**src/rtl/lcd_bus_decoder.sv**
```systemverilog
// 8080-style LCD write bus capture and decode into command, parameter and RGB565 pixel pulses.
// Define LCD_BUS_SYNC_EN to add a two-flop synchroniser when the bus is asynchronous to i_clk.
module lcd_bus_decoder #(
    parameter logic [7:0] RAMWR_CMD  = 8'h2C,
    parameter logic [7:0] RAMWRC_CMD = 8'h3C
) (
    input  logic        i_clk,
    input  logic        i_rst_n,
    input  logic        i_lcd_cs_n,
    input  logic        i_lcd_rs,
    input  logic        i_lcd_wr_n,
    input  logic [7:0]  i_lcd_data,
    output logic [7:0]  o_command,
    output logic        o_command_latch,
    output logic [7:0]  o_param,
    output logic        o_param_latch,
    output logic [15:0] o_rgb565,
    output logic        o_rgb565_latch,
    output logic        o_pixel_mode
);

    typedef enum logic {PH_HI = 1'b0, PH_LO = 1'b1} phase_t;

    typedef struct packed {
        logic       cs_n;
        logic       wr_n;
        logic       rs;
        logic [7:0] data;
    } bus_t;

    localparam bus_t BUS_IDLE = '{cs_n: 1'b1, wr_n: 1'b1, rs: 1'b0, data: 8'h00};

    bus_t   bus_in;
    bus_t   bus_cur;
    logic   prev_cs_n;
    logic   prev_wr_n;
    logic   wr_event;
    logic   cs_rise;
    logic   pixel_mode;
    logic   cmd_fire;
    logic   param_fire;
    logic   hi_store;
    logic   pix_fire;
    logic [7:0] hi_reg;
    phase_t phase;
    phase_t phase_next;

    assign bus_in = {i_lcd_cs_n, i_lcd_wr_n, i_lcd_rs, i_lcd_data};

`ifdef LCD_BUS_SYNC_EN
    bus_t sync_q1;
    bus_t sync_q2;

    // NOTE: sequential state uses non-blocking assignments so every flop samples pre-edge values.
    always_ff @(posedge i_clk or negedge i_rst_n) begin
        if (!i_rst_n) begin
            sync_q1 <= BUS_IDLE;
            sync_q2 <= BUS_IDLE;
        end else begin
            sync_q1 <= bus_in;
            sync_q2 <= sync_q1;
        end
    end

    assign bus_cur = sync_q2;
`else
    bus_t reg_q;

    // NOTE: sequential state uses non-blocking assignments so every flop samples pre-edge values.
    always_ff @(posedge i_clk or negedge i_rst_n) begin
        if (!i_rst_n) begin
            reg_q <= BUS_IDLE;
        end else begin
            reg_q <= bus_in;
        end
    end

    assign bus_cur = reg_q;
`endif

    // History flops: only the strobes need edge detection; RS and data are read from bus_cur.
    always_ff @(posedge i_clk or negedge i_rst_n) begin
        if (!i_rst_n) begin
            prev_cs_n <= 1'b1;
            prev_wr_n <= 1'b1;
        end else begin
            prev_cs_n <= bus_cur.cs_n;
            prev_wr_n <= bus_cur.wr_n;
        end
    end

    assign wr_event = !prev_wr_n && bus_cur.wr_n && !bus_cur.cs_n;
    assign cs_rise  = !prev_cs_n && bus_cur.cs_n;

    always_ff @(posedge i_clk or negedge i_rst_n) begin
        if (!i_rst_n) begin
            phase <= PH_HI;
        end else begin
            phase <= phase_next;
        end
    end

    // NOTE: combinational blocks assign a default first so no path leaves a latch behind.
    always_comb begin
        phase_next = phase;
        if (wr_event) begin
            if (!bus_cur.rs) begin
                phase_next = PH_HI;
            end else if (pixel_mode) begin
                phase_next = (phase == PH_HI) ? PH_LO : PH_HI;
            end
        end
        // A CS release in the same sample overrides the write's phase step.
        if (cs_rise) begin
            phase_next = PH_HI;
        end
    end

    always_comb begin
        cmd_fire   = 1'b0;
        param_fire = 1'b0;
        hi_store   = 1'b0;
        pix_fire   = 1'b0;
        if (wr_event) begin
            if (!bus_cur.rs) begin
                cmd_fire = 1'b1;
            end else if (!pixel_mode) begin
                param_fire = 1'b1;
            end else if (phase == PH_HI) begin
                hi_store = 1'b1;
            end else begin
                pix_fire = 1'b1;
            end
        end
    end

    always_ff @(posedge i_clk or negedge i_rst_n) begin
        if (!i_rst_n) begin
            o_command       <= 8'h00;
            o_command_latch <= 1'b0;
            o_param         <= 8'h00;
            o_param_latch   <= 1'b0;
            o_rgb565        <= 16'h0000;
            o_rgb565_latch  <= 1'b0;
            pixel_mode      <= 1'b0;
            hi_reg          <= 8'h00;
        end else begin
            o_command_latch <= cmd_fire;
            o_param_latch   <= param_fire;
            o_rgb565_latch  <= pix_fire;
            if (cmd_fire) begin
                o_command  <= bus_cur.data;
                pixel_mode <= (bus_cur.data == RAMWR_CMD) || (bus_cur.data == RAMWRC_CMD);
            end
            if (param_fire) begin
                o_param <= bus_cur.data;
            end
            if (hi_store) begin
                hi_reg <= bus_cur.data;
            end
            if (pix_fire) begin
                o_rgb565 <= {hi_reg, bus_cur.data};
            end
        end
    end

    assign o_pixel_mode = pixel_mode;

endmodule
```
**config.mk**
```make
export PLATFORM = sky130hd
export DESIGN_NAME = lcd_bus_decoder
export DESIGN_NICKNAME = d
export VERILOG_FILES = /design/src/rtl/lcd_bus_decoder.sv
export SDC_FILE = /design/constraint.sdc
export NUM_CORES = 1
export LEC_CHECK = 0
export ABC_AREA = 0
export CAP_MARGIN = 15
export CORE_MARGIN = 4
export CORE_UTILIZATION = 52
export CTS_BUF_LIST = sky130_fd_sc_hd__clkbuf_4 sky130_fd_sc_hd__clkbuf_8 sky130_fd_sc_hd__clkbuf_16
export DETAILED_ROUTE_END_ITERATION = 6
export GPL_TIMING_DRIVEN = 1
export MAX_ROUTING_LAYER = met4
export PLACE_DENSITY = 0.83
export SLEW_MARGIN = 20
export SYNTH_ARGS = -nofsm -noshare
export SYNTH_HDL_FRONTEND = slang
export SYNTH_SLANG_ARGS = --single-unit
```
**constraint.sdc**
```tcl
create_clock -name i_clk -period 3.1 [get_ports i_clk]
set_input_delay 0.465 -clock i_clk [delete_from_list [all_inputs] [get_ports i_clk]]
set_output_delay 0.465 -clock i_clk [all_outputs]
set_load 0.05 [all_outputs]
```
==> impl_results.md, run 1 <==
- Max-slew headroom: 0.352
- Worst path max stage delay: 0.85 ns
- Setup violators final: 0
- Final TNS setup: 0 ns
- Layout Cells excl Fill: 227
- Post-route minimum period: 2.21 ns
- Sequential fraction of the synthesis area: 0.691
- CTS tree: done
- Synth Net Count: 131
- H-tree depth: 3
- RD Place Congestion: 0.719
- Vias per Instance: 5.10
- Die Y: 71.7 µm
- VDD IR-drop max: 470 µV
- Placed cell count: 212
- Detailed-router iteration count before antenna repair: 2
- Gate Count Post-Synth: 118
- Clock buffer count from CTS: 9
- DR vias: 1,157
- Min-Delay Path Class: primary input to asynchronous set/reset pin
- RSZ-0062 raised after global routing: false
- Area of the mapped netlist: 0.00211 mm²
- Clk slew on worst S/H paths: 0.06 ns
- Leak Pwr: 1.27 nW
- Max Clk Rate: 452 MHz
- Residual overflow from global routing: 0
- ANT cells: 0
- Required time of the critical path: 3.30 ns
- Final core occ: 0.734
- Critical Path Fanout Max: 17
- Yosys cell types: 23
- Layout cell share with drive strength beyond 1: 0.374
- Root Buffer: clkbuf_8
- Top reg by flops: o_rgb565
- # hold bufs at CTS: 0
- Routed wire per std cell: 17.5 µm
- Critical path class: register to register
- DP Wirelength: 2.73 mm
- Chip Width: 71.7 µm
- Clk_lat worst skew: 0.32 ns
- CP Capture Type: register
- Nets: 188
- Number of post-CTS setup repair buffers: 0
- I/O Buffers: 48
- Clock Tree Buf Depth: 2
- Worst-path cell chain: nor4bb_4, and3_1, mux2_2
- WL final: 3.96 mm
- Max cap viols: 0
- Die area: 0.00514 mm²
- Largest net degree at the start of global routing: 59
- Drt initial violations: 47
- Number of flip-flops in the largest register: 16
- # fillers: 232
- Final Max Slew Viols: 0
- Syn Area/Cell: 17.9 µm²
- Slew @ Worst Pin: 0.972 ns
- # IOs: 49
- Core Region: 0.00380 mm²
- PD cells: 642 mW/mm²
- Synthesis-to-layout area growth: 32.2%
- Gr usage total: 0.178
- Final hold vios: 0
- Initial Utilization: 0.555
- Status: finished clean
- Worst path arrival time: 2.42 ns
- Vias in the first global route: 1,297
- PostCTS Resize Cnt: 0
- Layout Skew: 0.00790 ns
- Flops & latches, synth: 58
- Yosys warning count: 0
- First-pass GRT wire length: 6.58 mm
- Initial antenna violation count: 0
- Slowest-stage cell, CP: and3_1
- Row Count: 22
- Remaining antenna violation count: 0
- DRC viols: 0
- Clk sinks: 58
- Worst setup SP type: register
- Final period util: 0.714
## layout by cell type (no fill, tap or decap), types with 2 or more instances in the layout
master,n
dfstp_2,4
nor2_1,2
dfrtp_1,54
mux2_2,31
clkbuf_4,5
clkdlybuf4s50_1,47
buf_4,2
mux2_4,9
clkbuf_8,9
## metal layers
metal,routed length [µm],vias up,global-route usage
met5,0,-,-
met4,51,0,0.0814
met3,157,9,0.0519
met2,2130,24,0.289
met1,1620,591,0.204
li1,-,533,-
## Yosys cell counts (all sizes together)
library cell | instances | share of area
a31oi | 1 | 0.0030
and2 | 1 | 0.0036
and3 | 1 | 0.0030
and4bb | 1 | 0.0059
buf | 4 | 0.021
dfrtp | 54 | 0.64
dfstp | 4 | 0.050
inv | 1 | 0.0018
mux2 | 40 | 0.23
nand2 | 1 | 0.0018
nand2b | 1 | 0.0030
nand3 | 1 | 0.0024
nand3b | 2 | 0.0089
nand4 | 1 | 0.0030
nor2 | 2 | 0.0036
nor4b | 1 | 0.0042
nor4bb | 1 | 0.012
o22ai | 1 | 0.0030
## worst max-delay path: cells and delay by family (launching register included)
family	cells	cell delay, ns
simple gates	2	1.11
flops	1	0.55
mux	1	0.42
## cell families after synthesis
kind of cell / after synthesis / share of synthesized area
AO/OA/AOI/OAI: 2 / 0.00594
flip-flops: 58 / 0.691
AND/OR/NAND/NOR: 13 / 0.0510
buffers and inverters: 5 / 0.0225
multiplexers: 40 / 0.230
## final timing paths
check                                           from                         to  slack (ns)  depth (start not counted)
max in group asynchronous                    i_rst_n  o_command_latch$_DFF_PN0_        2.37                          2
worst max-delay path            bus_cur[9]$_DFF_PN1_   o_rgb565[11]$_DFFE_PN0P_        0.89                          3
worst min-delay path                         i_rst_n   o_command[5]$_DFFE_PN0P_        0.27                          2
worst min register to register  bus_cur[9]$_DFF_PN1_        prev_wr_n$_DFF_PN1_        0.39                          0
min in group i_clk              bus_cur[9]$_DFF_PN1_        prev_wr_n$_DFF_PN1_        0.39                          0
worst max register to register  bus_cur[9]$_DFF_PN1_   o_rgb565[11]$_DFFE_PN0P_        0.89                          3
## area by class of cell
| class | count | area [µm²] | area share |
|---|---|---|---|
| inverter | 1 | 3.75 | 0.00135 |
| multi-input combinational | 55 | 611 | 0.219 |
| tap | 48 | 60.1 | 0.0215 |
| sequential | 58 | 1460 | 0.522 |
| clock inverter | 1 | 5.00 | 0.00180 |
| timing repair buffer | 50 | 490 | 0.176 |
| clock buffer | 14 | 161 | 0.0579 |
## where the power goes
| group | internal [mW] | switching [mW] |
|---|---|---|
| combinational | 0.131 | 0.223 |
| sequential | 0.817 | 0.0358 |
| clock | 0.329 | 0.255 |
| total | 1.28 | 0.513 |
## through the flow
stage	power (mW)	hold slack, ns	setup WS (ns)	instance area (µm²)
after floorplan	1.08	0.169	1.47	2110
after global placement	1.21	0.368	1.00	2620
after detailed placement	1.22	0.379	0.901	2620
after CTS	1.81	0.290	0.879	2790
after global routing	1.86	0.338	0.781	2790
final	1.79	0.273	0.888	2790
Note: power is estimated with default switching activity, not from simulation.
==> run 2: changes to the inputs <==
--- a/config.mk
+++ b/config.mk
@@ -8,12 +8,12 @@
 export ABC_AREA = 0
 export CAP_MARGIN = 15
 export CORE_MARGIN = 4
-export CORE_UTILIZATION = 52
+export CORE_UTILIZATION = 49
 export CTS_BUF_LIST = sky130_fd_sc_hd__clkbuf_4 sky130_fd_sc_hd__clkbuf_8 sky130_fd_sc_hd__clkbuf_16
 export DETAILED_ROUTE_END_ITERATION = 6
 export GPL_TIMING_DRIVEN = 1
 export MAX_ROUTING_LAYER = met4
-export PLACE_DENSITY = 0.83
+export PLACE_DENSITY = 0.79
 export SLEW_MARGIN = 20
 export SYNTH_ARGS = -nofsm -noshare
 export SYNTH_HDL_FRONTEND = slang
==> constraint.sdc (replaced) <==
create_clock -name i_clk -period 2.2 [get_ports i_clk]
set_input_delay 0.33 -clock i_clk [delete_from_list [all_inputs] [get_ports i_clk]]
set_output_delay 0.33 -clock i_clk [all_outputs]
set_load 0.05 [all_outputs]
==> run 2 against run 1 <==
Combinational power is 42% higher. Utilization is 3.6 points lower. Count of clock-buffer cells in the layout stayed put. Wire length is 3.7% higher. Flip-flop and latch count stayed put. Non-clock buffer count is 1 higher. Critical endpoint is now o_pixel_mode.
==> impl_results.md, run 2 (synthesis results as in run 1) <==
- Detailed-router iteration count before antenna repair: 4
- Largest net degree at the start of global routing: 34
- Critical path class: register to primary output
- Max-slew headroom: 0.603
- ANT cells: 0
- Worst path arrival time: 1.58 ns
- I/O Buffers: 48
- DP Wirelength: 2.78 mm
- Top reg by flops: o_rgb565
- DR vias: 1,170
- Synthesis-to-layout area growth: 35.3%
- Max Clk Rate: 524 MHz
- # fillers: 280
- H-tree depth: 3
- Root Buffer: clkbuf_8
- DRC viols: 0
- Number of flip-flops in the largest register: 16
- Clock buffer count from CTS: 9
- Status: finished clean
- Clk sinks: 58
- Routed wire per std cell: 17.8 µm
- Residual overflow from global routing: 0
- Core Region: 0.00409 mm²
- Slew @ Worst Pin: 0.596 ns
- Initial Utilization: 0.516
- WL final: 4.11 mm
- RSZ-0062 raised after global routing: false
- Worst setup SP type: register
- Layout Skew: 0.00510 ns
- # hold bufs at CTS: 0
- Final Max Slew Viols: 0
- CTS tree: done
- Initial antenna violation count: 0
- Number of post-CTS setup repair buffers: 0
- Worst path max stage delay: 0.84 ns
- RD Place Congestion: 0.713
- Worst-path cell chain: clkdlybuf4s50_1
- Post-route minimum period: 1.91 ns
- VDD IR-drop max: 599 µV
- Die Y: 73.6 µm
- Required time of the critical path: 1.87 ns
- Clk slew on worst S/H paths: 0.06 ns
- Final instance area: 0.00285 mm²
- Max cap viols: 0
- Clock Tree Buf Depth: 2
- Most frequent cells in the layout: dfrtp_1 (54), clkdlybuf4s50_1 (47), mux2_2 (31)
- Slowest-stage cell, CP: clkdlybuf4s50_1
- Final hold vios: 0
- Row Count: 23
- First-pass GRT wire length: 6.79 mm
- Vias per Instance: 5.06
- CP delay by family, top: buffers and inverters
- Min-Delay Path Class: primary input to asynchronous set/reset pin
- Commonest non-fill, non-tap cell in the layout: dfrtp_1
- Chip Width: 73.6 µm
- # IOs: 49
- PostCTS Resize Cnt: 0
- PD cells: 951 mW/mm²
- Final period util: 0.868
- Layout cell share with drive strength beyond 1: 0.381
- Crit path buf inv count: 1
- Nets: 189
- Leak Pwr: 1.30 nW
- Final TNS setup: 0 ns
- Dpl cell area: 0.00264 mm²
- Setup violators final: 0
- Vias in the first global route: 1,336
- Critical Path Fanout Max: 5
- Gr usage total: 0.181
- CP Capture Type: primary output
- Clk_lat worst skew: 0.32 ns
- Drt initial violations: 47
- Remaining antenna violation count: 0
- Die area: 0.00542 mm²
-- run 2: cell count changes in the layout (fill, tap and decap cells not counted), sizes merged --
cell,previous run,this run
buf,3,4
bufinv,0,1
-- run 2: worst register-to-register path, stage by stage (launching register included) --
cell	delay, ns
dfstp_2	0.55
nor4bb_4	0.25
and3_1	0.19
buf_4	0.27
mux2_2	0.37
-- run 2: cell type report --
type / instances / area (µm²) / share of cell area
flip-flops and latches: 58 / 1460 / 0.511
multi-input cells: 55 / 611 / 0.214
repair buffers: 51 / 510 / 0.179
clock buffers: 14 / 174 / 0.0610
well taps: 50 / 62.6 / 0.0219
clock inverters: 2 / 35.0 / 0.0123
inverters: 1 / 3.75 / 0.00132
-- run 2: stage by stage --
stage	power (mW)	util	setup WS [ns]	hold slack, ns	cells
floorplan	1.52	-	0.575	0.0344	118
global placement	1.71	0.647	0.505	0.349	215
detailed placement	1.73	0.647	0.452	0.370	215
CTS	2.75	0.698	0.270	0.0126	231
global route	2.82	0.698	0.234	0.0356	231
finish	2.71	0.698	0.291	0.0112	231
-- run 2: final timing paths --
path | startpoint | endpoint | slack [ns] | cells after the start
max in group asynchronous | i_rst_n | o_param_latch$_DFF_PN0_ | 1.62 | 2
setup reg to reg | bus_cur[9]$_DFF_PN1_ | o_rgb565[0]$_DFFE_PN0P_ | 0.45 | 4
setup / recovery | o_pixel_mode$_DFFE_PN0P_ | o_pixel_mode | 0.29 | 1
min in group i_clk | bus_cur[9]$_DFF_PN1_ | prev_wr_n$_DFF_PN1_ | 0.38 | 0
hold / removal | i_rst_n | bus_cur[2]$_DFF_PN0_ | 0.01 | 1
hold reg to reg | bus_cur[9]$_DFF_PN1_ | prev_wr_n$_DFF_PN1_ | 0.38 | 0
-- run 2: where the power goes --
part	switching, mW	internal, mW
registers	0.0511	1.15
logic	0.316	0.187
clock network	0.386	0.622
-- run 2: metal layers --
layer  share of wire  vias up  global-route usage  wire, µm
met2            0.50       44               0.272      2050
met5               0        -                   -         0
met3           0.052        6              0.0766       215
met4           0.011        0              0.0724        44
li1                -      533                   -         -
met1            0.44      587               0.215      1800
